`config.mk`:
```
export PLATFORM = sky130hd
export DESIGN_NAME = mul_accumulator
export DESIGN_NICKNAME = d
export VERILOG_FILES = /design/src/rtl/mul_accumulator.sv
export SDC_FILE = /design/constraint.sdc
export NUM_CORES = 1
export LEC_CHECK = 0
export ABC_AREA = 1
export CAP_MARGIN = 10
export CORE_MARGIN = 1
export CORE_UTILIZATION = 51
export DETAILED_ROUTE_END_ITERATION = 6
export PLACE_DENSITY = 0.87
export REMOVE_ABC_BUFFERS = 1
export SLEW_MARGIN = 20
export SYNTH_ARGS = -nofsm -noshare
export SYNTH_HDL_FRONTEND = slang
export SYNTH_SLANG_ARGS = --single-unit
```
`constraint.sdc`:
```
create_clock -name clk -period 2.5 [get_ports clk]
set_clock_uncertainty 0.15 [all_clocks]
set_input_delay 0.25 -clock clk [delete_from_list [all_inputs] [get_ports clk]]
set_output_delay 0.25 -clock clk [all_outputs]
set_load 0.02 [all_outputs]
```
`src/rtl/mul_accumulator.sv`:
```
// mul_accumulator: sums LEN unsigned 8-bit products into one ACC_W-bit block
// result. Products arrive over a valid/ready handshake. The result leaves over
// a second valid/ready handshake.
// Optional build macro MUL_ACC_SAT_EN: when defined, adds saturate at
// 2^ACC_W-1. When undefined (the default), adds wrap modulo 2^ACC_W.
// In both builds ovf flags the overflow.
module mul_accumulator #(
    parameter int ACC_W = 16,
    parameter int LEN   = 8,
    parameter int CNT_W = 4
) (
    input  logic             clk,
    input  logic             rst,
    input  logic [7:0]       p_in,
    input  logic             p_valid,
    output logic             p_ready,
    input  logic             clear,
    output logic [ACC_W-1:0] acc_out,
    output logic             acc_valid,
    input  logic             acc_ready,
    output logic             busy,
    output logic             ovf
);

    typedef enum logic [1:0] {IDLE, ACCUM, OUT} state_t;

    state_t             state_reg, state_next;
    logic [ACC_W-1:0]   acc_reg, acc_next;
    logic [CNT_W-1:0]   cnt_reg, cnt_next;
    logic               ovf_reg, ovf_next;

    logic               xfer;
    logic               last_beat;
    logic [ACC_W-1:0]   p_ext;
    logic [ACC_W:0]     sum;
    logic               carry;
    logic [ACC_W-1:0]   add_res;

    // Inputs are refused while the result waits, during clear and during rst.
    assign p_ready   = (state_reg != OUT) && !clear && !rst;
    assign xfer      = p_valid && p_ready;
    assign p_ext     = ACC_W'(p_in);
    assign sum       = {1'b0, acc_reg} + {1'b0, p_ext};
    assign carry     = sum[ACC_W];
    assign last_beat = (cnt_reg == CNT_W'(LEN - 1));

`ifdef MUL_ACC_SAT_EN
    // Clamp at all-ones. Once at max, later adds keep it there.
    assign add_res = carry ? {ACC_W{1'b1}} : sum[ACC_W-1:0];
`else
    // Wrap modulo 2^ACC_W by dropping the carry.
    assign add_res = sum[ACC_W-1:0];
`endif

    assign acc_out   = acc_reg;
    assign acc_valid = (state_reg == OUT);
    assign busy      = (state_reg == ACCUM);
    assign ovf       = ovf_reg;

    // Next-state and datapath update. clear wins over any handshake.
    always_comb begin
        state_next = state_reg;
        acc_next   = acc_reg;
        cnt_next   = cnt_reg;
        ovf_next   = ovf_reg;
        if (clear) begin
            state_next = IDLE;
            acc_next   = '0;
            cnt_next   = '0;
            ovf_next   = 1'b0;
        end else begin
            case (state_reg)
                IDLE: begin
                    if (xfer) begin
                        acc_next   = p_ext;
                        cnt_next   = CNT_W'(1);
                        ovf_next   = 1'b0;
                        state_next = (LEN == 1) ? OUT : ACCUM;
                    end
                end
                ACCUM: begin
                    if (xfer) begin
                        acc_next = add_res;
                        cnt_next = cnt_reg + CNT_W'(1);
                        ovf_next = ovf_reg | carry;
                        if (last_beat) begin
                            state_next = OUT;
                        end
                    end
                end
                OUT: begin
                    if (acc_ready) begin
                        state_next = IDLE;
                    end
                end
                default: begin
                    state_next = IDLE;
                end
            endcase
        end
    end

    // State registers with synchronous reset.
    always_ff @(posedge clk) begin
        if (rst) begin
            state_reg <= IDLE;
            acc_reg   <= '0;
            cnt_reg   <= '0;
            ovf_reg   <= 1'b0;
        end else begin
            state_reg <= state_next;
            acc_reg   <= acc_next;
            cnt_reg   <= cnt_next;
            ovf_reg   <= ovf_next;
        end
    end

endmodule

```
==> results.py, run 1 <==
metrics = {
    "detailed_routing": {
        "vias_per_cell": 5.33,
        "drt_iter0_drc": 71,
        "firstDrtPassIters": 4,
        "drc_errors": 0,
        "drt_wl_total_mm": 3.53,
        "vias": 1669,
        "wl_per_cell_um": 11.3,
        "postRouteAntennaNets": 0,
    },
    "status": {
        "outcome": "finished, final reports clean",
    },
    "final_layout": {
        "n_fill_cell": 261,
        "largest_register_ffs": 16,
        "fin_area_mm2": 0.00194,
        "antenna_cells": 0,
        "fin_util_pct": 68.1,
        "layout.nets": 306,
        "final_common_cell": "nand2_1",
        "area_delta_synth_final_pct": 22.4,
        "layout_common_cells": "nand2_1 (64), inv_1 (32), clkdlybuf4s50_1 (32)",
        "drive_gt1_share_pct": 4.96,
    },
    "die": {
        "row_count": 19,
        "pin_count": 33,
        "die_y_um": 57.8,
        "start_util_pct": 55.7,
        "die_w_um": 57.8,
        "core_mm2": 0.00285,
        "die_area_mm2": 0.00334,
    },
    "pwr": {
        "power_density_mw_per_mm2": 343,
        "p_leak_nw": 0.844,
        "irDropWorstVdd_uv": 319,
        "power_mw": 0.666,
    },
    "global_route": {
        "met1_usage_pct": 28.7,
        "grt_use_total_pct": 23.2,
        "grt-busiest-layer": "met2",
        "grt_max_degree": 25,
        "use_met2_pct": 41.0,
        "grt_pass1_vias": 1456,
        "grt_use_met3_pct": 4.24,
        "antenna_found_initial": 0,
        "overflow": 0,
        "grt_pass1_wl_mm": 6.06,
    },
    "placement": {
        "place.gp.congestion": 0.857,
        "hpwl_mm": 2.76,
        "io_buffers": 32,
        "dp_slack_ns": 0.178,
        "placed_cell_area_mm2": 0.00192,
    },
    "worst_setup_path": {
        "worstPathCellList": "inv_1, nor2_2, clkdlybuf4s50_1",
        "cp.arrival_ns": 1.76,
        "critPathMaxFanout": 9,
        "cp.required_ns": 2.10,
        "rr_startpoint": "acc_out[0]$_SDFFE_PP0P_",
        "critPathKind": "flop to output pin",
        "r2r-end": "acc_out[12]$_SDFFE_PP0P_",
        "critPathSlowestCell": "clkdlybuf4s50_1",
        "cp-start-kind": "flop",
        "r2r_slack_ns": 0.55,
        "critPathCaptureType": "output pin",
        "critPathMaxStageDelay_ns": 0.63,
        "r2r_cells": 10,
    },
    "synth": {
        "syn_inst": 249,
        "yosys_register_bits": 23,
        "yosys.cell_types.count": 28,
        "postSynthAreaPerCell_um2": 6.38,
        "yosysTopAreaCellShare_pct": 29.0,
        "synth_area_leaders": "dfxtp_1 (29%), nand2_1 (15%), nand3_1 (7.9%), inv_1 (7.6%), ha_1 (7.1%)",
        "ys_seq_area_share_pct": 29.0,
        "yosysWarnings": 0,
        "synthesis.area_mm2": 0.00159,
        "synth_edf_count": 0,
        "async_flop_share_pct": 0,
        "synth_top_area_cell": "dfxtp_1",
        "synth_top_flop_cell": "dfxtp_1",
    },
    "min_path": {
        "min_to": "cnt_reg[3]$_SDFFE_PP0P_",
        "hp-class": "flop to flop",
        "hold_path_depth": 1,
        "min-delay-start": "cnt_reg[3]$_SDFFE_PP0P_",
    },
    "clocking": {
        "root_buffer": "clkbuf_4",
        "cts_setup_buffers": 0,
        "cts_buffers": 3,
        "h-tree-depth": 1,
        "clkTransAtPathRegs_ns": 0.13,
        "cts_tree": "yes",
        "insertion_delay_ns": 0.32,
        "clockBufferDepth": 2,
        "clock-sinks": 23,
        "hold_buffers": 0,
        "cts_resized": 0,
    },
    "sta": {
        "final_max_slew_viol_count": 0,
        "post-route-min-period_ns": 2.16,
        "setup_viol": 0,
        "tightest_slew_ns": 0.491,
        "hold_violations": 0,
        "tns_ns": 0,
        "fmax_mhz": 464,
        "period_share_pct": 86.2,
        "fin_ws_ns": 0.344,
        "rsz0062_at_grt": "false",
        "slew_headroom_pct": 67.2,
    },
    "run": {
        "max_cap_violations": 0,
    },
}
==> per-stage QoR <==
stage	cells	hold slack [ns]
after floorplan	245	0.261
after global placement	309	0.284
after detailed placement	309	0.299
after CTS	313	0.317
after global routing	313	0.349
final	313	0.315
==> how the worst max path moves through the flow <==
stage | start | endpoint | slack, ns | depth (start not counted)
5_1_grt | state_reg[0]$_SDFFE_PP0P_ | busy | 0.28 | 3
3_5_place_dp | p_in[0] | acc_out[10]$_SDFFE_PP0P_ | 0.18 | 11
3_3_place_gp | p_in[0] | acc_out[12]$_SDFFE_PP0P_ | 0.22 | 11
4_1_cts | state_reg[0]$_SDFFE_PP0P_ | busy | 0.33 | 3
2_1_floorplan | acc_out[0]$_SDFFE_PP0P_ | acc_out[12]$_SDFFE_PP0P_ | 0.65 | 10
6_report | state_reg[0]$_SDFFE_PP0P_ | busy | 0.34 | 3
==> worst max-delay path, delay by kind of cell, from the launching register on <==
family	cells	cell delay (ns)
flops	1	0.54
buf+inv	2	0.77
simple gates	1	0.14
==> cell families (layout without fill, tap and decap cells) <==
| family | Yosys count | in the layout | synth area share, % |
|---|---|---|---|
| flip-flops | 23 | 23 | 29.0 |
| AO/OA/AOI/OAI | 37 | 37 | 12.6 |
| buffers and inverters | 38 | 71 | 10.4 |
| AND/OR/NAND/NOR | 141 | 141 | 39.6 |
| adder cells (fa/ha/maj) | 10 | 10 | 8.35 |
==> synth_stat cells (2+ instances only) <==
cell      number
a31oi_1        4
a21oi_1       19
nand3_1       25
dfxtp_1       23
nor2_2         2
nor2_4         2
inv_1         32
nor2_1        30
ha_1           9
buf_6          2
nor3_1         4
buf_4          2
nand4_1        4
o21ai_0        9
inv_2          2
o21bai_1       2
nand2_2        2
nand3b_1       3
nand2_1       64
==> metal layers <==
layer	up-vias	share of wire, %
met3	4	6.2
met5	-	0
li1	879	-
met1	740	46
met2	46	47
met4	0	1.1
==> area by class of cell <==
class | instances | area [um^2] | share of cell area, %
Inverter | 34 | 128 | 6.57
Sequential cell | 23 | 460 | 23.7
Multi-Input combinational cell | 188 | 962 | 49.5
Tap cell | 31 | 38.8 | 2.00
Timing Repair Buffer | 33 | 328 | 16.9
Clock buffer | 4 | 26.3 | 1.35
==> power breakdown <==
part | internal [mW] | switching [mW]
registers | 0.370 | 0.00460
logic | 0.0481 | 0.0652
clock network | 0.0625 | 0.115
total | 0.481 | 0.185
No activity file was read; power rests on OpenSTA's default activity.
==> inputs of run 2 (changes only) <==
Settings changed: CORE_UTILIZATION 51 to 53, DONT_BUFFER_PORTS from default to 1, PLACE_DENSITY 0.87 to 0.75, SLEW_MARGIN 20 to 10.
==> run 2 against run 1 <==
Compared with the run above: sequential power hardly changed; largest power group unchanged; design area down 13%; largest cell class unchanged; total power fell by 1.6%; utilization is 8.2 points lower; first-iteration DRC count increased by 14%; combinational power shrank 21%.
==> results.py, run 2 (synthesis results as in run 1) <==
metrics = {
    "sta": {
        "hold_violations": 0,
        "tns_ns": 0,
        "final_max_slew_viol_count": 0,
        "fin_ws_ns": 0.409,
        "rsz0062_at_grt": "false",
        "period_share_pct": 83.6,
        "tightest_slew_ns": 0.490,
        "post-route-min-period_ns": 2.09,
        "fmax_mhz": 478,
        "setup_viol": 0,
        "slew_headroom_pct": 67.3,
        "worst_hold_slack_ns": 0.0178,
    },
    "final_layout": {
        "area_delta_synth_final_pct": 5.91,
        "largest_register_ffs": 16,
        "final_common_cell": "nand2_1",
        "fin_util_pct": 59.9,
        "antenna_cells": 0,
        "drive_gt1_share_pct": 6.25,
        "layout.nets": 280,
        "fin_area_mm2": 0.00168,
        "layout_common_cells": "nand2_1 (64), inv_1 (32), nor2_1 (30)",
    },
    "detailed_routing": {
        "drt_wl_total_mm": 3.47,
        "drc_errors": 0,
        "vias": 1544,
        "wl_per_cell_um": 12.1,
        "postRouteAntennaNets": 0,
        "drt_iter0_drc": 81,
        "vias_per_cell": 5.38,
        "firstDrtPassIters": 4,
    },
    "run": {
        "max_cap_violations": 0,
    },
    "worst_setup_path": {
        "critPathSlowestCell": "dfxtp_1",
        "rr_startpoint": "acc_out[0]$_SDFFE_PP0P_",
        "critPathCaptureType": "flop",
        "critPathMaxFanout": 7,
        "r2r-end": "acc_out[12]$_SDFFE_PP0P_",
        "critPathMaxStageDelay_ns": 0.41,
        "worstPathCellList": "ha_1, fa_1, nand2_1, nand3_1, nand4_1, nand2_1, nand3_1, nand2_1, nand2_1, nor2_1",
        "cp.required_ns": 2.59,
        "critPathMostFrequentCell": "nand2_1",
        "cp.arrival_ns": 2.18,
        "r2r_cells": 10,
        "r2r_slack_ns": 0.41,
        "critPathKind": "flop to flop",
        "cp-start-kind": "flop",
    },
    "min_path": {
        "hp-class": "input port to flop",
        "min-delay-start": "p_in[5]",
        "min_to": "acc_out[5]$_SDFFE_PP0P_",
        "hold_path_depth": 4,
    },
    "clocking": {
        "insertion_delay_ns": 0.33,
        "clkTransAtPathRegs_ns": 0.14,
        "cts_tree": "yes",
        "h-tree-depth": 1,
        "clock-sinks": 23,
        "cts_buffers": 3,
        "cts_setup_buffers": 0,
        "clockBufferDepth": 2,
        "hold_buffers": 5,
        "cts_resized": 0,
        "root_buffer": "clkbuf_4",
    },
    "global_route": {
        "grt_pass1_wl_mm": 6.09,
        "overflow": 0,
        "use_met2_pct": 37.4,
        "grt_pass1_vias": 1394,
        "grt-busiest-layer": "met2",
        "grt_use_met3_pct": 2.76,
        "met1_usage_pct": 33.3,
        "grt_max_degree": 25,
        "antenna_found_initial": 0,
        "grt_use_total_pct": 23.8,
    },
    "placement": {
        "placed_cell_area_mm2": 0.00160,
        "io_buffers": 0,
        "place.gp.congestion": 0.897,
        "hpwl_mm": 2.64,
        "dp_slack_ns": 0.438,
    },
    "die": {
        "pin_count": 33,
        "die_y_um": 56.7,
        "die_w_um": 56.7,
        "row_count": 19,
        "start_util_pct": 56.6,
        "die_area_mm2": 0.00322,
        "core_mm2": 0.00281,
    },
    "status": {
        "outcome": "finished, final reports clean",
    },
    "pwr": {
        "power_density_mw_per_mm2": 390,
        "irDropWorstVdd_uv": 225,
        "p_leak_nw": 0.757,
    },
}
## run 2: cell count changes in the layout (fill, tap and decap cells not counted), sizes merged
cell | previous run | this run
clkinv | 0 | 1
dlygate4sd3 | 0 | 5
buf | 1 | 2
clkbuf | 4 | 3
clkdlybuf4s50 | 32 | 0
## run 2: stage by stage
stage	instances	power [mW]
CTS	287	0.660
floorplan	245	0.448
detailed placement	278	0.467
global placement	278	0.467
global route	287	0.688
finish	287	0.655
## run 2: layer usage
metal  vias to the layer above  share of wire [%]  wire length, um
met2                        38                 44             1540
met4                         0                1.5               51
li1                        824                  -                -
met3                         5                3.8              132
met1                       677                 50             1740
met5                         -                  0                0
## run 2: worst max path at each step
| stage | slack, ns | end | start | depth (start not counted) |
|---|---|---|---|---|
| 2_1_floorplan | 0.65 | acc_out[12]$_SDFFE_PP0P_ | acc_out[0]$_SDFFE_PP0P_ | 10 |
| 3_3_place_gp | 0.50 | acc_out[12]$_SDFFE_PP0P_ | acc_out[0]$_SDFFE_PP0P_ | 10 |
| 3_5_place_dp | 0.44 | acc_out[12]$_SDFFE_PP0P_ | acc_out[0]$_SDFFE_PP0P_ | 10 |
| 4_1_cts | 0.42 | acc_out[12]$_SDFFE_PP0P_ | acc_out[0]$_SDFFE_PP0P_ | 10 |
| 5_1_grt | 0.22 | acc_out[10]$_SDFFE_PP0P_ | acc_out[0]$_SDFFE_PP0P_ | 9 |
| 6_report | 0.41 | acc_out[12]$_SDFFE_PP0P_ | acc_out[0]$_SDFFE_PP0P_ | 10 |
## run 2: power breakdown
part,switching (mW),internal (mW)
Combinational,0.0578,0.0316
Clock,0.129,0.0601
Sequential,0.00649,0.370
Total,0.193,0.462
## run 2: layout make-up
cell class	count	area [um^2]
Clock buffer	3	22.5
Clock inverter	1	5.00
Fill cell	293	1120
Inverter	34	128
Multi-Input combinational cell	188	962
Sequential cell	23	460
Tap cell	31	38.8
Timing Repair Buffer	7	65.1
## run 2: worst max-delay path: cells and delay by family (launching register included)
kind / cells / cell delay, ns
fa+ha+maj: 2 / 0.67
flops: 1 / 0.41
simple gates: 8 / 0.78
==> inputs of run 3 (changes only) <==
Settings changed: PLACE_DENSITY 0.75 to 0.78.
Clock period 2.5 ns to 1.8 ns, I/O delays scaled along.
==> run 3 against run 2 <==
Compared with the run above: non-clock buffer count rose by 28; fmax grew 17%; die area stayed put; first-iteration DRC count shrank 15%; wire length up 23%; via count up 12%; global-route usage grew 2.0 points; combinational power up 95%; hold slack worse by 0.0014 ns; design area rose by 22%; register-to-register slack lost 0.39 ns; critical path depth stayed put; largest power group unchanged; highest routed layer unchanged.
==> results.py, run 3 (synthesis results as in run 1) <==
metrics = {
    "worst_setup_path": {
        "r2r-end": "acc_out[12]$_SDFFE_PP0P_",
        "r2r_cells": 10,
        "r2r_slack_ns": 0.02,
        "cp-start-kind": "flop",
        "critPathKind": "flop to flop",
        "cp.arrival_ns": 1.87,
        "cp.required_ns": 1.89,
        "critPathCaptureType": "flop",
        "critPathMaxFanout": 7,
        "rr_startpoint": "acc_out[0]$_SDFFE_PP0P_",
    },
    "placement": {
        "io_buffers": 0,
        "place.gp.congestion": 0.857,
        "placed_cell_area_mm2": 0.00177,
        "hpwl_mm": 2.78,
    },
    "detailed_routing": {
        "drt_iter0_drc": 69,
        "drc_errors": 0,
        "vias_per_cell": 5.48,
        "wl_per_cell_um": 13.5,
        "drt_wl_total_mm": 4.25,
        "vias": 1727,
        "postRouteAntennaNets": 0,
        "firstDrtPassIters": 4,
    },
    "pwr": {
        "power_density_mw_per_mm2": 466,
        "power_mw": 0.955,
        "irDropWorstVdd_uv": 352,
        "p_leak_nw": 0.920,
    },
    "sta": {
        "rsz0062_at_grt": "true",
        "hold_violations": 0,
        "fmax_mhz": 562,
        "slew_headroom_pct": 66.2,
        "worst_hold_slack_ns": 0.0164,
        "post-route-min-period_ns": 1.78,
        "period_share_pct": 98.9,
        "final_max_slew_viol_count": 0,
        "tns_ns": 0,
        "setup_viol": 0,
        "tightest_slew_ns": 0.503,
    },
    "clocking": {
        "root_buffer": "clkbuf_4",
        "clkTransAtPathRegs_ns": 0.14,
        "h-tree-depth": 1,
        "cts_buffers": 3,
        "insertion_delay_ns": 0.33,
        "cts_tree": "yes",
        "cts_setup_buffers": 0,
        "clock-sinks": 23,
        "clockBufferDepth": 2,
    },
    "final_layout": {
        "antenna_cells": 0,
        "layout.nets": 308,
        "fin_area_mm2": 0.00205,
        "area_delta_synth_final_pct": 28.9,
        "largest_register_ffs": 16,
        "drive_gt1_share_pct": 20.8,
        "final_common_cell": "nand2_1",
        "multi_input_comb_area_mm2": 0.00108,
        "n_fill_cell": 239,
        "layout_common_cells": "nand2_1 (62), inv_1 (31), nor2_1 (30)",
        "regArea_um2": 464,
    },
    "die": {
        "core_mm2": 0.00281,
        "pin_count": 33,
        "start_util_pct": 56.6,
        "die_area_mm2": 0.00322,
        "row_count": 19,
        "die_y_um": 56.7,
        "die_w_um": 56.7,
    },
    "min_path": {
        "hp-class": "input port to flop",
        "hold_path_depth": 3,
        "min-delay-start": "p_in[0]",
        "min_to": "acc_out[0]$_SDFFE_PP0P_",
    },
    "run": {
        "max_cap_violations": 0,
    },
    "global_route": {
        "grt_use_total_pct": 25.8,
        "grt_max_degree": 25,
        "grt_pass1_wl_mm": 6.43,
        "antenna_found_initial": 0,
        "grt_pass1_vias": 1543,
        "overflow": 0,
    },
    "status": {
        "outcome": "finished, final reports clean",
    },
}
==> run 3: stage by stage <==
stage,std cells,worst slack (ns),utilization (%)
6_report,315,0.0196,73.0
5_1_grt,315,-0.0818,73.0
4_1_cts,315,0.0147,68.9
3_5_place_dp,298,-0.0985,63.0
3_3_place_gp,298,-0.0379,63.0
2_1_floorplan,245,-0.0504,-
==> run 3: layout make-up <==
| type | instances | area share, % |
|---|---|---|
| well taps | 31 | 1.89 |
| clock inverters | 1 | 0.244 |
| clock buffers | 3 | 1.10 |
| repair buffers | 35 | 15.0 |
| inverters | 34 | 6.23 |
| flip-flops and latches | 23 | 22.7 |
| multi-input cells | 188 | 52.8 |
==> run 3: what timing repair did <==
| item | CTS | global route |
|---|---|---|
| pin swaps | 2 | 3 |
| hold buffers | 13 | 0 |
| hold endpoints to repair | 11 | 0 |
| setup endpoints to repair | 6 | 14 |
| gates resized for setup | 4 | 21 |
==> run 3: layer usage <==
layer	global-route usage, %	routed length [um]	share of wire, %
met2	44.9	2060	49
met4	9.41	91	2.1
met3	4.84	200	4.7
met5	0	0	0
met1	31.4	1890	45
==> run 3: how the worst max path moves through the flow <==
stage                                 start                  endpoint  slack, ns  depth (start not counted)
floorplan           acc_out[0]$_SDFFE_PP0P_  acc_out[12]$_SDFFE_PP0P_      -0.05                         10
global placement    acc_out[0]$_SDFFE_PP0P_  acc_out[12]$_SDFFE_PP0P_      -0.04                         10
detailed placement  acc_out[0]$_SDFFE_PP0P_  acc_out[12]$_SDFFE_PP0P_       -0.1                         10
CTS                 acc_out[0]$_SDFFE_PP0P_  acc_out[12]$_SDFFE_PP0P_       0.01                         10
global route        acc_out[0]$_SDFFE_PP0P_  acc_out[12]$_SDFFE_PP0P_      -0.08                         10
finish              acc_out[0]$_SDFFE_PP0P_  acc_out[12]$_SDFFE_PP0P_       0.02                         10
==> run 3: where the power goes <==
part	switching [mW]	total (mW)	leakage (nW)	internal, mW
combinational	0.0991	0.174	0.715	0.0751
clock	0.177	0.261	0.0177	0.0837
sequential	0.00530	0.520	0.187	0.514
==> run 3: critical path: stages (launching register included) <==
cell and delay, ns:
dfxtp_2 0.37, ha_4 0.16, fa_2 0.35, nand2_2 0.08
nand3_2 0.09, nand4_1 0.14, nand2_4 0.11, nand3_2 0.09
nand2_1 0.05, nand2_1 0.05, nor2_1 0.04
